===== src/rtl/pid_pkg.sv =====
// Shared types and helpers for the PID error front end and its accumulator.
package pid_pkg;

  localparam int UNSIGNED_WIDTH_DEF = 8;
  localparam int INTEGRAL_WIDTH_DEF = 12;

  // EMPTY: no previous error held yet, so the derivative is forced to zero.
  // PRIMED: prev_err is valid and the derivative is a true first difference.
  typedef enum logic {
    EMPTY  = 1'b0,
    PRIMED = 1'b1
  } pid_state_t;

  // Adds a signed increment into a signed accumulator and clamps the result to
  // the range of an iw-bit two's complement value. Operands arrive sign-extended
  // to 32 bits, so the sum cannot wrap for any iw up to 30.
  function automatic logic signed [31:0] sat_add_signed(
    input logic signed [31:0] acc,
    input logic signed [31:0] inc,
    input int                 iw
  );
    logic signed [31:0] sum;
    logic signed [31:0] hi;
    logic signed [31:0] lo;
    sum = acc + inc;
    hi  = (32'sd1 <<< (iw - 1)) - 32'sd1;
    lo  = -(32'sd1 <<< (iw - 1));
    if (sum > hi) begin
      return hi;
    end else if (sum < lo) begin
      return lo;
    end else begin
      return sum;
    end
  endfunction

endpackage


===== src/rtl/saturating_accumulator_signed.sv =====
// Signed accumulator that clamps at its two's complement limits instead of
// wrapping. The clamp carries no windup memory: an increment of the opposite
// sign moves the value off the rail in the same update.
module saturating_accumulator_signed
  import pid_pkg::*;
#(
  parameter int WIDTH     = 12,
  parameter int INC_WIDTH = 9
) (
  input  logic                        clk_in,
  input  logic                        rst_in,
  input  logic                        clear_in,
  input  logic                        en_in,
  input  logic signed [INC_WIDTH-1:0] inc_in,
  output logic signed [WIDTH-1:0]     acc_out,
  output logic                        sat_out
);

  localparam logic signed [WIDTH-1:0] MAX_V = {1'b0, {(WIDTH-1){1'b1}}};
  localparam logic signed [WIDTH-1:0] MIN_V = {1'b1, {(WIDTH-1){1'b0}}};

  logic signed [WIDTH-1:0] acc_d;

  // Next accumulator value: widen both operands, add, clamp, narrow back.
  always_comb begin
    acc_d = WIDTH'(sat_add_signed(32'(acc_out), 32'(inc_in), WIDTH));
  end

  // Accumulator register; clear wins over an enabled update. The sat flag
  // reflects the value being stored, so it is exact in the same cycle.
  always_ff @(posedge clk_in or posedge rst_in) begin
    if (rst_in) begin
      acc_out <= '0;
      sat_out <= 1'b0;
    end else if (clear_in) begin
      acc_out <= '0;
      sat_out <= 1'b0;
    end else if (en_in) begin
      acc_out <= acc_d;
      sat_out <= (acc_d == MAX_V) || (acc_d == MIN_V);
    end
  end

endmodule


===== src/rtl/pid_error_tracker.sv =====
// PID front end: turns an unsigned setpoint/measurement pair into signed
// error, saturating integral and first-difference derivative terms.
//
// Handshake: there is no backpressure. sample_valid_in is a one-cycle strobe
// and inputs are taken in any cycle where it is high (one sample per cycle at
// most); valid_out pulses for exactly one cycle two cycles later, and all data
// outputs change only on that pulse (or on clear/reset) and hold otherwise.
module pid_error_tracker
  import pid_pkg::*;
#(
  parameter int UNSIGNED_WIDTH = UNSIGNED_WIDTH_DEF,
  parameter int INTEGRAL_WIDTH = INTEGRAL_WIDTH_DEF
) (
  input  logic                             clk_in,
  input  logic                             rst_in,
  input  logic [UNSIGNED_WIDTH-1:0]        setpoint_in,
  input  logic [UNSIGNED_WIDTH-1:0]        measured_in,
  input  logic                             sample_valid_in,
  input  logic                             clear_in,
  output logic signed [UNSIGNED_WIDTH:0]   error_out,
  output logic signed [INTEGRAL_WIDTH-1:0] integral_out,
  output logic signed [UNSIGNED_WIDTH+1:0] derivative_out,
  output logic                             integral_sat_out,
  output logic                             valid_out,
  output pid_state_t                       state_dbg_out
);

  localparam int EW = UNSIGNED_WIDTH + 1;
  localparam int DW = UNSIGNED_WIDTH + 2;

  logic signed [EW-1:0] err_s1;
  logic                 v_s1;
  logic signed [EW-1:0] prev_err;
  pid_state_t           state_q;
  pid_state_t           state_d;
  logic signed [DW-1:0] deriv_d;
  logic                 stage2_go;

  // A staged sample is committed only if no clear lands on its update cycle.
  assign stage2_go     = v_s1 && !clear_in;
  assign state_dbg_out = state_q;

  // Stage 1: zero-extend and subtract; W+1 bits hold +/-(2^W-1) exactly.
  always_ff @(posedge clk_in or posedge rst_in) begin
    if (rst_in) begin
      err_s1 <= '0;
      v_s1   <= 1'b0;
    end else if (clear_in) begin
      err_s1 <= '0;
      v_s1   <= 1'b0;
    end else begin
      v_s1 <= sample_valid_in;
      if (sample_valid_in) begin
        err_s1 <= {1'b0, setpoint_in} - {1'b0, measured_in};
      end
    end
  end

  // FSM next state and derivative: zero until a previous error exists.
  always_comb begin
    state_d = state_q;
    deriv_d = '0;
    if (clear_in) begin
      state_d = EMPTY;
    end else if (v_s1) begin
      state_d = PRIMED;
      if (state_q == PRIMED) begin
        deriv_d = {err_s1[EW-1], err_s1} - {prev_err[EW-1], prev_err};
      end
    end
  end

  // FSM state register.
  always_ff @(posedge clk_in or posedge rst_in) begin
    if (rst_in) begin
      state_q <= EMPTY;
    end else begin
      state_q <= state_d;
    end
  end

  // Stage 2: register error/derivative, remember the error, pulse valid.
  always_ff @(posedge clk_in or posedge rst_in) begin
    if (rst_in) begin
      prev_err       <= '0;
      error_out      <= '0;
      derivative_out <= '0;
      valid_out      <= 1'b0;
    end else if (clear_in) begin
      prev_err       <= '0;
      error_out      <= '0;
      derivative_out <= '0;
      valid_out      <= 1'b0;
    end else begin
      valid_out <= v_s1;
      if (v_s1) begin
        prev_err       <= err_s1;
        error_out      <= err_s1;
        derivative_out <= deriv_d;
      end
    end
  end

  saturating_accumulator_signed #(
    .WIDTH     (INTEGRAL_WIDTH),
    .INC_WIDTH (EW)
  ) u_integral (
    .clk_in   (clk_in),
    .rst_in   (rst_in),
    .clear_in (clear_in),
    .en_in    (stage2_go),
    .inc_in   (err_s1),
    .acc_out  (integral_out),
    .sat_out  (integral_sat_out)
  );

endmodule


===== config.mk =====
export PLATFORM = sky130hd
export DESIGN_NAME = pid_error_tracker
export DESIGN_NICKNAME = d
export VERILOG_FILES = /design/src/rtl/pid_pkg.sv /design/src/rtl/saturating_accumulator_signed.sv /design/src/rtl/pid_error_tracker.sv
export SDC_FILE = /design/constraint.sdc
export NUM_CORES = 1
export LEC_CHECK = 0
export CORE_ASPECT_RATIO = 1.1
export CORE_MARGIN = 2
export CORE_UTILIZATION = 50
export CTS_BUF_LIST = sky130_fd_sc_hd__clkbuf_4
export DETAILED_ROUTE_END_ITERATION = 8
export PLACE_DENSITY = 0.8
export SYNTH_ARGS = -nofsm -noshare
export SYNTH_HDL_FRONTEND = slang
export SYNTH_SLANG_ARGS = --single-unit

===== constraint.sdc =====
create_clock -name clk_in -period 4.9 [get_ports clk_in]
set_clock_uncertainty 0.2 [all_clocks]
set_input_delay 0.735 -clock clk_in [delete_from_list [all_inputs] [get_ports clk_in]]
set_output_delay 0.735 -clock clk_in [all_outputs]
set_load 0.005 [all_outputs]

; After elaboration in Yosys (flattened, before gate mapping)
; Index checks and enable logic that the tools add are counted.
; Widths: inputs -> output; s select.
[totals]
inputBits = 20
register_bits = 44
[op_classes]
order_cmp = 2
eq_ne = 2
n_reduce_logical = 6
muxes = 17
n_addsub = 3
[ops]
columns = cell, n
row1 = $mux 12, 4
row2 = $mux 9, 4
row3 = $mux 10, 3
row4 = $eq 12x12->1 const B, 2
row5 = $add 12x9->13, 1
row6 = $gt 13x12->1 const B, 1
row7 = $lt 13x12->1 const B, 1
row8 = $sub 9x9->10, 1
row9 = $sub 8x8->9, 1
row10 = $mux 1, 6
row11 = $reduce_bool 2->1, 3
row12 = $logic_and 1x1->1, 1
row13 = $logic_not 1->1, 1
row14 = $logic_or 1x1->1, 1

; Depth between registers and ports, before layout
; Gate-level depths: netlist of run 1.
[logic_depth]
depth_word = 8
mapped_depth = 11
depth_no_buf = 11

; By module
; From an unflattened synthesis of run 1, not the netlist that was laid out.
[hier_totals]
hier_cells = 352
area_unflattened_um2 = 3186.8
[by_module_without_submodules]
columns = mod, cells_per_inst, instances, area_per_inst_um2, seq_area_each_um2
row1 = pid_error_tracker, 207, 1, 1950.6, 775.7
row2 = saturating_accumulator_signed, 145, 1, 1236.2, 325.3

; Worst setup path after synthesis of run 1
; No wires, ideal clock.
[synth_path]
path_kind = input to register
startpoint = input port setpoint_in[0]
endpoint = register err_s1[8]
cell_stages = 11
required_time_ps = 4590
path_buffers = 0
setup_time_ps = 110
arrival_ps = 2359
slack_ps = 2231
cell_sequence = inv_1 ha_1 inv_1 fa_1 a21o_1 a21oi_1 o21ai_0 a21o_1 a21oi_1 nor2_1 o41ai_1
[synth_between]
elab_chain_cells = 3
[synth_rtl]
columns = element, line_no
row1 = from (decl), pid_error_tracker.sv:16  ; input logic [UNSIGNED_WIDTH-1:0] setpoint_in,
row2 = $sub 8x8->9, pid_error_tracker.sv:54  ; err_s1 <= {1'b0, setpoint_in} - {1'b0, measured_in};
row3 = $mux 9, pid_error_tracker.sv:53  ; if (sample_valid_in) begin
row4 = $mux 9, pid_error_tracker.sv:48  ; end else if (clear_in) begin
row5 = to (signal assigned), pid_error_tracker.sv:54
row6 = to (decl), pid_error_tracker.sv:31  ; logic signed [EW-1:0] err_s1;
; Every way passes these cells. The select of a mux whose other input is x is not followed.
; A chain may end at the register's enable or synchronous reset.

; Final worst setup path of run 1
[layout_path]
startpoint = register err_s1[0]
endpoint = register u_integral.acc_out[2]
[layout_between]
elab_chain_cells = 6
elab_cells_between_ends = 7
[layout_rtl]
columns = element, line_no
row1 = $add 12x9->13 (*), pid_pkg.sv:25  ; sum = acc + inc;
row2 = $lt 13x12->1, pid_pkg.sv:30  ; end else if (sum < lo) begin
row3 = $mux 12, pid_pkg.sv:30
row4 = $mux 12 (*), pid_pkg.sv:28  ; if (sum > hi) begin
row5 = $mux 12 (*), saturating_accumulator_signed.sv:38  ; end else if (en_in) begin
row6 = $mux 12 (*), saturating_accumulator_signed.sv:35  ; end else if (clear_in) begin
row7 = to (signal assigned), saturating_accumulator_signed.sv:33  ; acc_out <= '0;
row8 = to (signal assigned), saturating_accumulator_signed.sv:36  ; acc_out <= '0;
row9 = to (signal assigned), saturating_accumulator_signed.sv:39  ; acc_out <= acc_d;
row10 = to (decl), saturating_accumulator_signed.sv:15  ; output logic signed [WIDTH-1:0] acc_out,
; Every way passes the cells marked *; elsewhere a longest branch is shown, timed or not. The select of a mux whose other input is x is not followed.

==> summary.txt, run 1 <==
Outcome
  • Status: finished, final reports clean

Place
  • Post-place setup slack: 1.62 ns
  • IO Port Bufs: 53
  • GPL Wtd Cong: 0.932
  • Hpwl dp: 5350 um

GRT
  • First-pass GRT wire length: 12000 um
  • Vias in the first global route: 2580
  • GR Util All Layers: 21.6%
  • Largest net degree at the start of global routing: 45
  • Grt ovf: 0
  • Initial antenna violation count: 0

Power
  • Maximum vdd drop: 0.000104 V
  • Power Total: 0.909 mW
  • Pwr per Cell Area: 235 nW/um^2
  • Pleak: 1.70 nW

Worst hold path
  • WHS Path Cells: 2
  • Hold WC Path Type: reg -> reg
  • Hold path endpoint: derivative_out[6]
  • Min-delay src: derivative_out[6]

Clock tree
  • Clock slew at reported path FFs: 0.13 ns
  • Post-CTS Setup Inserts: 0
  • Hold_buf cts: 0
  • H-tree Lvls: 2
  • Root buf cell: clkbuf_4
  • Clk sinks: 44
  • CTS tree: yes
  • CTS Buffer Depth: 2
  • CTS resizes: 0
  • CTS Buf Count: 5
  • Clock latency on the worst-skew pair: 0.36 ns

Setup path
  • Worst Reg-to-Reg Cells: 10
  • Crit path kind: reg -> reg
  • Startpoint types: flop
  • Reg2Reg Setup Slack: 1.59 ns
  • CP Capture Type: flop
  • Slowest cell delay on critical path: 0.71 ns
  • Slowest cell on crit path: mux2i_1
  • Crit-path cells: ha_1, inv_1, fa_1, nand2b_1, a21oi_1, o2111ai_1, and3_1, mux2i_1, nand2_1, a211oi_1
  • Crit path required time: 4.97 ns
  • CP Max Fanout: 12
  • Worst R2R End: u_integral.acc_out[2]
  • Crit path arrival time: 3.38 ns
  • FF-to-FF Start: err_s1[0]

Synthesis
  • Synth Cell Area: 3220 sq um
  • Fraction of registers with async set/reset: 100%
  • Post-synth EDFFs: 0
  • Count leader, synth: nor2_1
  • Most frequent cells after synthesis: nor2_1 (47), dfrtp_1 (44), inv_1 (38), ha_1 (29), a21oi_1 (24)
  • Cells after Synth: 371
  • Unique masters post-synth: 53
  • Top cells by area, synth: dfrtp_1 (34%), ha_1 (11%), nor2_1 (5.5%)
  • Seq/Total Area, Yosys: 34.2%
  • Mapped Nets: 423
  • Ys flop type: dfrtp_1
  • Avg Inst Size Synth: 8.68 sq um
  • Synth warn: 0
  • Yosys top cell area share: 34.2%
  • Yosys reg bits: 44
  • Top cell type by total area after synthesis: dfrtp_1

Job
  • Max-Cap Viols: 0

Die
  • Initial core utilization: 52.0%
  • Core Area: 6190 sq um
  • Die width: 80.5 um
  • Placement Rows: 30
  • Chip Height: 88.2 um
  • Die area: 7100 sq um
  • Num ports: 54

Timing
  • Final Hold Fails: 0
  • Final setup violation count: 0
  • Setup WS post-layout: 1.59 ns
  • Fmax: 0.302 GHz
  • Final Slew Violations: 0
  • Post-layout min period: 3.31 ns
  • RSZ-0062 raised after global routing: false
  • Final worst path period share: 67.5%
  • Final TNS setup: 0 ns
  • Slew headroom: 34.2%
  • Worst-Margin Slew: 0.959 ns

Route
  • DRC Markers: 0
  • DRT antenna net count: 0
  • Vias per inst: 5.52
  • Routed via count: 2758
  • Iteration-0 DRC Markers: 162
  • Wirelength per Cell: 14.1 um
  • Total Wirelength: 7050 um
  • Drt first pass iters: 4

Final layout
  • P&R area growth vs syn: 20.0%
  • Antenna fix cells: 0
  • Share of cells above drive strength 1: 3.57%
  • Fillers: 539
  • Nets@finish: 472
stage by stage:
stage	instance area (sq um)	utilization, %	hold slack, ns	instances
finish	3860	62.4	0.294	500
detailed placement	3810	61.6	0.276	493
global route	3860	62.4	0.346	500
floorplan	3220	-	0.273	371
CTS	3860	62.4	0.305	500
global placement	3810	61.6	0.268	493
where the power goes:
part           internal, mW  switching, mW
Combinational         0.153          0.173
Sequential            0.385         0.0268
Clock                0.0525          0.119
metal layers:
metal	GRT usage, %	vias up	share of wire, %
met3	3.09	8	3.7
met4	8.17	0	2.0
met2	33.9	73	46
li1	-	1398	-
met1	30.2	1279	49
met5	0	-	0
cells by family after synthesis:
group	after synthesis	synth area share, %
AND/OR/NAND/NOR	124	19.3
buffers and inverters	53	6.41
flip-flops	44	34.2
multiplexers	12	3.73
XOR/XNOR	17	4.62
AO/OA/AOI/OAI	89	18.6
adder cells (fa/ha/maj)	32	13.1
sequential cells by signal (all words and copies together) (netlist names):
name	flops
err_s1	9
valid_out	1
u_integral.acc_out	12
prev_err	9
v_s1	1
u_integral.sat_out	1
derivative_out	10
state_dbg_out	1
worst max-delay path by stage:
| stage | startpoint | slack [ns] | to | cells past startpoint |
|---|---|---|---|---|
| floorplan | setpoint_in[0] | 2.23 | err_s1[8] | 11 |
| global placement | measured_in[0] | 1.70 | err_s1[8] | 11 |
| detailed placement | setpoint_in[0] | 1.62 | err_s1[8] | 12 |
| CTS | err_s1[0] | 1.63 | u_integral.acc_out[2] | 10 |
| global route | err_s1[1] | 1.36 | u_integral.acc_out[10] | 8 |
| finish | err_s1[0] | 1.59 | u_integral.acc_out[2] | 10 |
critical path, delay by kind of cell (launching register included):
family                   cells  cell delay [ns]
multiplexers                 1             0.71
AO/OA/AOI/OAI                3             0.62
adder cells (fa/ha/maj)      2             0.60
AND/OR/NAND/NOR              3             0.56
flip-flops                   1             0.45
buffers and inverters        1             0.06
cell type report:
class	instances	area [sq um]	area share [%]
Inverter	39	146	3.79
Timing Repair Buffer	56	553	14.3
Tap cell	80	100	2.59
Clock buffer	5	37.5	0.972
Clock inverter	2	12.5	0.324
Multi-Input combinational cell	274	1910	49.5
Sequential cell	44	1100	28.5
placed cells by master (no fill, tap or decap), drive strengths merged, types with 4 or more instances in the layout:
master	synthesis	final
a21oi	24	24
nor2	47	47
nand3	8	8
o21ai	19	19
mux2i	12	12
o211ai	5	5
nand3b	5	5
nor3	5	5
dfrtp	44	44
clkbuf	8	5
ha	29	29
nand2	21	21
nor3b	4	4
a21o	4	4
nand2b	10	10
nor2b	6	6
inv	38	38
a211oi	16	16
xnor2	9	9
clkdlybuf4s50	0	53
xor2	8	8
Note: power is estimated with default switching activity, not from simulation.
==> run 2: changes to the inputs <==
==> constraint.sdc (replaced) <==
create_clock -name clk_in -period 3.1 [get_ports clk_in]
set_clock_uncertainty 0.2 [all_clocks]
set_input_delay 0.465 -clock clk_in [delete_from_list [all_inputs] [get_ports clk_in]]
set_output_delay 0.465 -clock clk_in [all_outputs]
set_load 0.005 [all_outputs]
==> run 2 against run 1 <==
  * Via count up 3.5%
  * Flip-flop and latch count is the same
  * Critical path depth did not move
  * Maximum frequency is 13% higher
  * Global-route usage is 1.3 points higher
  * Design area increased by 3.0%
  * Power rose by 62%
  * Non-clock buffer count is 14 higher
  * Sequential power up 57%
  * Worst setup slack worse by 1.4 ns
  * Die area is the same
  * Highest routed layer unchanged
==> summary.txt, run 2 (synthesis results as in run 1) <==
Outcome
  • Status: finished, final reports clean

Setup path
  • Crit path required time: 3.16 ns (-1.81 ns)
  • Crit path arrival time: 2.99 ns (-0.39 ns)
  • Worst R2R End: u_integral.sat_out
  • Startpoint types: flop
  • CP Capture Type: flop
  • Reg2Reg Setup Slack: 0.17 ns (-1.42 ns)
  • CP Max Fanout: 3 (-9)
  • Crit path kind: reg -> reg
  • FF-to-FF Start: u_integral.acc_out[0]
  • Worst Reg-to-Reg Cells: 10 (unchanged)

Timing
  • Worst-Margin Slew: 0.655 ns (-0.304 ns)
  • Post-layout min period: 2.93 ns (-0.376 ns)
  • Final worst path period share: 94.5% (+27 points)
  • Slew headroom: 56.1% (+22 points)
  • Worst hold slack: 0.297 ns (+0.00340 ns)
  • Final setup violation count: 0 (unchanged)
  • Final Hold Fails: 0 (unchanged)
  • Final Slew Violations: 0 (unchanged)
  • Fmax: 0.341 GHz (+13%)
  • RSZ-0062 raised after global routing: false

Worst hold path
  • Hold WC Path Type: reg -> reg
  • Hold path endpoint: derivative_out[6]
  • WHS Path Cells: 2 (unchanged)
  • Min-delay src: derivative_out[6]

Clock tree
  • CTS Buf Count: 5 (unchanged)
  • Root buf cell: clkbuf_4
  • Clock latency on the worst-skew pair: 0.35 ns (about the same)
  • H-tree Lvls: 2 (unchanged)
  • Clk sinks: 44 (unchanged)
  • Clock slew at reported path FFs: 0.13 ns (about the same)
  • CTS tree: yes
  • Post-CTS Setup Inserts: 0 (unchanged)
  • CTS Buffer Depth: 2 (unchanged)

Final layout
  • Commonest cells after routing, fill and taps aside: clkdlybuf4s50_1 (53), nor2_1 (47), dfrtp_1 (44)
  • Antenna fix cells: 0 (unchanged)
  • Final core utilization: 64.2% (+1.9 points)
  • Share of cells above drive strength 1: 7.14% (+3.6 points)
  • Most common cell after layout, fill and taps aside: clkdlybuf4s50_1
  • Max reg flops: 12 (unchanged)
  • P&R area growth vs syn: 23.5%
  • Top Registers: u_integral.acc_out: 12 flops, derivative_out: 10 flops
  • Fillers: 538 (-0.19%)
  • Post-layout instance area: 3980 sq um (+3.0%)
  • Largest Register: u_integral.acc_out
  • Nets@finish: 486 (+3.0%)

Route
  • DRC Markers: 0 (unchanged)
  • Routed via count: 2855 (+3.5%)
  • Wirelength per Cell: 14.8 um (+5.1%)
  • Total Wirelength: 7610 um (+8.0%)
  • Iteration-0 DRC Markers: 231 (+43%)
  • DRT antenna net count: 0 (unchanged)
  • Drt first pass iters: 4 (unchanged)
  • Vias per inst: 5.55 (+0.70%)

Place
  • IO Port Bufs: 53 (unchanged)
  • Area after DPL: 3920 sq um (+2.8%)
  • Hpwl dp: 5950 um (+11%)
  • GPL Wtd Cong: 0.904 (-2.9%)

GRT
  • First-pass GRT wire length: 12700 um (+5.4%)
  • Vias in the first global route: 2764 (+7.1%)
  • GR Util All Layers: 22.8% (+1.3 points)
  • Largest net degree at the start of global routing: 45 (unchanged)
  • Initial antenna violation count: 0 (unchanged)
  • Grt ovf: 0 (unchanged)

Die
  • Die width: 80.5 um (unchanged)
  • Num ports: 54 (unchanged)
  • Die area: 7100 sq um (unchanged)
  • Chip Height: 88.2 um (unchanged)
  • Core Area: 6190 sq um (unchanged)
  • Initial core utilization: 52.0% (unchanged)
  • Placement Rows: 30 (unchanged)

Power
  • Pwr per Cell Area: 371 nW/um^2 (+58%)
  • Maximum vdd drop: 0.000185 V (+78%)
  • Pleak: 1.77 nW (+4.2%)

Job
  • Max-Cap Viols: 0 (unchanged)
-- run 2: cell count changes in the layout (fill, tap and decap cells not counted), sizes merged --
cell / previous run / this run
buf: 3 / 17
-- run 2: how the worst max path moves through the flow --
stage                                 end  depth (start not counted)                  start  slack (ns)
floorplan           u_integral.acc_out[9]                         10  u_integral.acc_out[6]        0.48
global placement                err_s1[8]                         11         measured_in[0]        0.08
detailed placement  u_integral.acc_out[1]                          8  u_integral.acc_out[2]       -0.04
CTS                    u_integral.sat_out                         10  u_integral.acc_out[0]        0.20
global route           u_integral.sat_out                         10  u_integral.acc_out[0]       0.001
finish                 u_integral.sat_out                         10  u_integral.acc_out[0]        0.17
-- run 2: final cells by class --
type / instances / area [sq um] / share of cell area [%]
Clock inverter: 2 / 12.5 / 0.314
Timing Repair Buffer: 70 / 658 / 16.5
Multi-Input combinational cell: 274 / 1920 / 48.3
Sequential cell: 44 / 1100 / 27.7
Inverter: 39 / 146 / 3.68
Tap cell: 80 / 100 / 2.52
Clock buffer: 5 / 37.5 / 0.943
-- run 2: where the power goes --
group          switching [mW]  total (mW)  internal [mW]
clock network           0.182       0.265         0.0830
logic                   0.299       0.565          0.266
registers              0.0369       0.645          0.608
total                   0.517        1.47          0.957
-- run 2: routing by layer --
layer	global-route usage (%)	vias up	wire length [um]
li1	-	1428	-
met1	29.9	1345	3360
met2	40.0	74	3810
met3	2.68	8	347
met4	6.16	0	91
met5	0	-	0
-- run 2: per-stage QoR --
stage	worst slack [ns]	TNS, ns	instances	power, mW
floorplan	0.477	0	371	1.02
global placement	0.0820	0	507	1.19
detailed placement	-0.0378	-0.0980	507	1.21
CTS	0.199	0	514	1.47
global route	0.00129	0	514	1.58
finish	0.169	0	514	1.47
-- run 2: repair_timing --
action / CTS / global route
resized for setup: 1 / 1
cloned: 0 / 0
hold endpoints to repair: 0 / 0
setup endpoints to repair: 11 / 1
hold buffers: 0 / 0
-- run 2: critical path, stage by stage (launching register included) --
cell and delay [ns]:
dfrtp_1 0.41, ha_1 0.20, inv_1 0.06, fa_1 0.39, nand2b_1 0.20, a21oi_1 0.21
o21ai_0 0.22, nand4b_1 0.16, o211ai_1 0.17, o41a_1 0.46, o211ai_1 0.16
